$ cat config.mk
export PLATFORM = sky130hd
export DESIGN_NAME = pipe_hazard_ctrl_flat
export DESIGN_NICKNAME = d
export VERILOG_FILES = /design/src/rtl/pipe_hazard_ctrl_if.sv /design/src/rtl/pipe_hazard_ctrl.sv /design/src/flat_wrapper.sv
export SDC_FILE = /design/constraint.sdc
export NUM_CORES = 1
export LEC_CHECK = 0
export CAP_MARGIN = 20
export CORE_MARGIN = 3
export CORE_UTILIZATION = 35
export CTS_BUF_LIST = sky130_fd_sc_hd__clkbuf_8
export DETAILED_ROUTE_END_ITERATION = 7
export HOLD_SLACK_MARGIN = 0.15
export SLEW_MARGIN = 20
export SYNTH_ARGS = -nofsm -noshare
export SYNTH_HDL_FRONTEND = slang
export SYNTH_SLANG_ARGS = --single-unit
$ cat constraint.sdc
create_clock -name clk -period 3.6 [get_ports clk]
set_input_delay 0.72 -clock clk [delete_from_list [all_inputs] [get_ports clk]]
set_output_delay 0.72 -clock clk [all_outputs]
set_load 0.01 [all_outputs]
$ cat src/rtl/pipe_hazard_ctrl_if.sv
// Hazard controller bus: pipeline status in, stall/flush controls and counters out.
// The master drives pipeline status; the slave is the hazard controller.
interface pipe_hazard_ctrl_if;
   logic        memReadIDOut;
   logic [2:0]  rdIDOut;
   logic [2:0]  r1ID;
   logic [2:0]  r2ID;
   logic        usesR2ID;
   logic        takenEX;
   logic        haltReq;
   logic        resumeReq;
   logic        pcWrite;
   logic        ifidWrite;
   logic        flushIFID;
   logic        flushIDEX;
   logic        halted;
   logic [15:0] stallCount;
   logic [15:0] flushCount;

   modport master (
      output memReadIDOut, rdIDOut, r1ID, r2ID, usesR2ID, takenEX, haltReq, resumeReq,
      input  pcWrite, ifidWrite, flushIFID, flushIDEX, halted, stallCount, flushCount
   );

   modport slave (
      input  memReadIDOut, rdIDOut, r1ID, r2ID, usesR2ID, takenEX, haltReq, resumeReq,
      output pcWrite, ifidWrite, flushIFID, flushIDEX, halted, stallCount, flushCount
   );
endinterface

$ cat src/rtl/pipe_hazard_ctrl.sv
// Pipeline hazard controller: load-use stall, taken-branch flush, halt/resume FSM,
// and saturating event counters.
module pipe_hazard_ctrl (
   input logic               clk,
   input logic               rst,
   pipe_hazard_ctrl_if.slave bus
);

   typedef enum logic [0:0] {StRun, StHalt} stateT;

   stateT       state;
   logic [15:0] stallCnt;
   logic [15:0] flushCnt;
   logic        loadUse;

   // Register 0 is hardwired zero, so it never carries a dependency.
   always_comb begin
      loadUse = bus.memReadIDOut && (bus.rdIDOut != 3'd0) &&
                ((bus.rdIDOut == bus.r1ID) || (bus.usesR2ID && (bus.rdIDOut == bus.r2ID)));
   end

   always_comb begin
      bus.pcWrite   = 1'b0;
      bus.ifidWrite = 1'b0;
      bus.flushIFID = 1'b0;
      bus.flushIDEX = 1'b1;
      if (!rst) begin
         bus.flushIFID = 1'b1;
      end else if (state == StHalt) begin
         bus.flushIDEX = 1'b1;
      end else if (bus.takenEX) begin
         bus.pcWrite   = 1'b1;
         bus.ifidWrite = 1'b1;
         bus.flushIFID = 1'b1;
      end else if (!loadUse) begin
         bus.pcWrite   = 1'b1;
         bus.ifidWrite = 1'b1;
         bus.flushIDEX = 1'b0;
      end
      bus.halted     = rst && (state == StHalt);
      bus.stallCount = stallCnt;
      bus.flushCount = flushCnt;
   end

   always_ff @(posedge clk or negedge rst) begin
      if (!rst) begin
         state    <= StRun;
         stallCnt <= 16'd0;
         flushCnt <= 16'd0;
      end else begin
         unique case (state)
            StRun: begin
               // Taken branch wins over a simultaneous load-use match.
               if (bus.takenEX) begin
                  if (flushCnt != 16'hFFFF) flushCnt <= flushCnt + 16'd1;
               end else if (loadUse) begin
                  if (stallCnt != 16'hFFFF) stallCnt <= stallCnt + 16'd1;
               end
               if (bus.haltReq) state <= StHalt;
            end
            StHalt: begin
               if (bus.resumeReq) state <= StRun;
            end
            default: state <= StRun;
         endcase
      end
   end

endmodule

$ cat src/flat_wrapper.sv
// flat-port wrapper written by rule: the top's interface ports become plain ports
module pipe_hazard_ctrl_flat 
  (clk, rst, bus_memReadIDOut, bus_rdIDOut, bus_r1ID, bus_r2ID, bus_usesR2ID, bus_takenEX, bus_haltReq, bus_resumeReq, bus_pcWrite, bus_ifidWrite, bus_flushIFID, bus_flushIDEX, bus_halted, bus_stallCount, bus_flushCount);
  pipe_hazard_ctrl_if bus_i ();
  input logic clk;
  input logic rst;
  input wire logic [$bits(bus_i.memReadIDOut)-1:0] bus_memReadIDOut;
  input wire logic [$bits(bus_i.rdIDOut)-1:0] bus_rdIDOut;
  input wire logic [$bits(bus_i.r1ID)-1:0] bus_r1ID;
  input wire logic [$bits(bus_i.r2ID)-1:0] bus_r2ID;
  input wire logic [$bits(bus_i.usesR2ID)-1:0] bus_usesR2ID;
  input wire logic [$bits(bus_i.takenEX)-1:0] bus_takenEX;
  input wire logic [$bits(bus_i.haltReq)-1:0] bus_haltReq;
  input wire logic [$bits(bus_i.resumeReq)-1:0] bus_resumeReq;
  output wire logic [$bits(bus_i.pcWrite)-1:0] bus_pcWrite;
  output wire logic [$bits(bus_i.ifidWrite)-1:0] bus_ifidWrite;
  output wire logic [$bits(bus_i.flushIFID)-1:0] bus_flushIFID;
  output wire logic [$bits(bus_i.flushIDEX)-1:0] bus_flushIDEX;
  output wire logic [$bits(bus_i.halted)-1:0] bus_halted;
  output wire logic [$bits(bus_i.stallCount)-1:0] bus_stallCount;
  output wire logic [$bits(bus_i.flushCount)-1:0] bus_flushCount;
  assign bus_i.memReadIDOut = bus_memReadIDOut;
  assign bus_i.rdIDOut = bus_rdIDOut;
  assign bus_i.r1ID = bus_r1ID;
  assign bus_i.r2ID = bus_r2ID;
  assign bus_i.usesR2ID = bus_usesR2ID;
  assign bus_i.takenEX = bus_takenEX;
  assign bus_i.haltReq = bus_haltReq;
  assign bus_i.resumeReq = bus_resumeReq;
  assign bus_pcWrite = bus_i.pcWrite;
  assign bus_ifidWrite = bus_i.ifidWrite;
  assign bus_flushIFID = bus_i.flushIFID;
  assign bus_flushIDEX = bus_i.flushIDEX;
  assign bus_halted = bus_i.halted;
  assign bus_stallCount = bus_i.stallCount;
  assign bus_flushCount = bus_i.flushCount;
  pipe_hazard_ctrl u_core (.clk(clk), .rst(rst), .bus(bus_i));
endmodule
==> reports/metrics.cfg <==
[floorplan]
rows=25
fp.coreArea_um2=4790
dieArea_um2=5870
start_util=0.365
die_h_um=76.6
die_x_um=76.6
ios=53

[pwr]
power_frac_seq=0.444
combPwrFrac=0.234
pwr-share-clk=0.321
p_int_mw=0.804
ir_worst_vdd_mv=0.188
sw_frac_of_total=0.282
p_switching_mw=0.316
p_leak_nw=1.02
total_power_mw=1.12
power.density_nw_per_um2=455

[worst_setup_path]
worst_ep_required_time_ns=2.88
startpoint=bus_rdIDOut[0]
crit_arrival_ns=2.64
critPathKind=in -> out
ff2ff_setup_slack_ns=1.56
cp_top_family=buffers and inverters
crit_buf_inv=2
cp_common_cell=clkdlybuf4s50_1
regToRegEndpoint=u_core.bus.stallCount[1]$_DFFE_PN0P_
rr_worst_depth=5
slowest_delay_ns=0.60
crit_path_top_delay_cell=clkdlybuf4s50_1
path_depth=6
crit_path_start_kind=input pin
cp-end-kind=output port
worstPathCellList=clkdlybuf4s50_1 > o31ai_1 > o21bai_2 > nor2_1 > nor3b_1 > clkdlybuf4s50_1
worstReg2RegStart=u_core.bus.stallCount[4]$_DFFE_PN0P_
crit_path_end=bus_ifidWrite
crit_path_max_fanout=3

[grt]
overflow=0
grt_usage=0.148
grt_antenna_before_repair=0
grt_pass1_vias=1477
grt_pass1_wl_um=7120
grt_max_degree=28

[detailed_routing]
drtAntennaViolNets=0
drt-initial-drc-count=60
finalWirelength_um=4080
num_vias=1407
viasPerCell=4.85
drcViolationCount=0
wl_per_cell_um=14.1
first_pass_iters=4

[synthesis]
synth-edff-count=0
netlist_top_cells_area=dfrtp_1 (47%), xnor2_1 (9.5%), xor2_1 (7.5%)
syn_area_um2=1750
netlist_top_cells_count=dfrtp_1 (33), xnor2_1 (19), xor2_1 (15)
yosysSeqAreaShare=0.473
yosysTopAreaCell=dfrtp_1
synth_top_cell_area_share=0.473
ys_seq_elements=33
postSynthAreaPerCell_um2=10.7
synth_nets=182
synth-async-reset-ratio=1.00
yosysMostFrequentCell=dfrtp_1
ys.flop_type=dfrtp_1
syn_inst=164
yosysWarnings=0
ys_types=36

[cts]
htree_levels=2
cts_tree=done
holdBufCountCts=0
clkTransAtPathRegs_ns=0.07
numCtsBuffers=5
postCtsSetupRepairBufs=0
clk_path_buf_depth=2
postCtsResizedCells=0
root_buffer=clkbuf_8
cts_num_sinks=33
clk_latency_ns=0.29

[sta]
fin_crit_ns=3.36
tns_ns=0
slew_viol_final=0
rsz0062_at_grt=no
tightest_slew_ns=0.586
finalClockSkew_ns=0.0134
finalCritPeriodShare=0.932
maxSlewHeadroom=0.606
setup_violations=0
fmax_ghz=0.298
finalHoldViolCount=0

[placement]
dp_hpwl_um=3090
place.gp.congestion=0.835
io_buffers=52

[hold_path]
hold_class=reg -> reg

[finish]
nNetsFinal=240
syn_to_final_growth_pct=40.9
diodes=0
drive_gt1_frac=0.0897

[flow_run]
drv_cap=0

[run_status]
status=complete, no violations

==> cells by family (layout without fill, tap and decap cells) <==
logic type	after synthesis	after routing	synth area share
mux	4	4	0.0272
xor+xnor	34	34	0.170
flops	33	33	0.473
compound gates	8	8	0.0487
fa+ha+maj	2	2	0.0143
simple gates	73	73	0.237
buf+inv	10	69	0.0294
==> worst min-delay path by stage <==
stage / startpoint / endpoint / depth (start not counted)
global placement: u_core.bus.flushCount[5]$_DFFE_PN0P_ / u_core.bus.flushCount[5]$_DFFE_PN0P_ / 1
finish: u_core.bus.flushCount[5]$_DFFE_PN0P_ / u_core.bus.flushCount[5]$_DFFE_PN0P_ / 1
floorplan: rst / u_core.bus.flushCount[0]$_DFFE_PN0P_ / 0
detailed placement: u_core.bus.stallCount[13]$_DFFE_PN0P_ / u_core.bus.stallCount[13]$_DFFE_PN0P_ / 1
global route: u_core.bus.stallCount[13]$_DFFE_PN0P_ / u_core.bus.stallCount[13]$_DFFE_PN0P_ / 1
CTS: u_core.bus.flushCount[5]$_DFFE_PN0P_ / u_core.bus.flushCount[5]$_DFFE_PN0P_ / 1
==> per-stage QoR <==
stage,setup WS (ns),instances,util,cell area (µm²),hold WS (ns)
6_report,0.243,290,0.514,2460,0.490
5_1_grt,0.132,290,0.514,2460,0.528
4_1_cts,0.190,290,0.514,2460,0.498
3_5_place_dp,0.191,282,0.490,2340,0.488
3_3_place_gp,0.318,282,0.490,2340,0.477
2_1_floorplan,0.921,164,-,1750,0.424
==> layer usage <==
metal / up-vias / global-route usage / part of all wire
li1: 692 / - / -
met1: 664 / 0.173 / 0.43
met2: 45 / 0.265 / 0.50
met3: 6 / 0.0449 / 0.054
met4: 0 / 0.0326 / 0.0098
met5: - / 0 / 0
==> layout make-up <==
type	instances	area, µm²
Inverter	6	22.5
Sequential cell	33	826
Timing Repair Buffer	55	543
Clock buffer	6	82.6
Tap cell	67	83.8
Clock inverter	2	33.8
Fill cell	446	2320
Multi-Input combinational cell	121	870
==> flip-flops by register name, indices dropped and copies added, names as in the netlist <==
name / cells
u_core.bus.stallCount: 16
u_core.state: 1
u_core.bus.flushCount: 16
==> placed cells by master, fill, tap and decap left out, types with 2 or more instances in the layout <==
cell type	netlist	layout
nand4_1	6	6
inv_1	6	7
clkdlybuf4s50_1	0	52
xnor2_1	19	19
ha_1	2	2
dfrtp_1	33	33
a31oi_1	2	2
and3_1	4	4
nand2_1	13	13
xor2_1	15	15
nor4_1	5	5
nor3_1	7	7
nand3_1	13	13
buf_4	1	3
and2_1	2	2
nor4b_1	3	3
nor2_1	10	10
and4_1	3	3
mux2_2	2	2
clkbuf_8	0	6
==> power groups by stage <==
stage          clock [mW]  sequential, mW  combinational [mW]
4_1_cts             0.367           0.497               0.267
3_5_place_dp            0           0.502               0.267
3_3_place_gp            0           0.496               0.257
6_report            0.360           0.498               0.263
2_1_floorplan           0           0.508              0.0907
5_1_grt             0.381           0.506               0.287
Power figures use the tool's default switching activity.
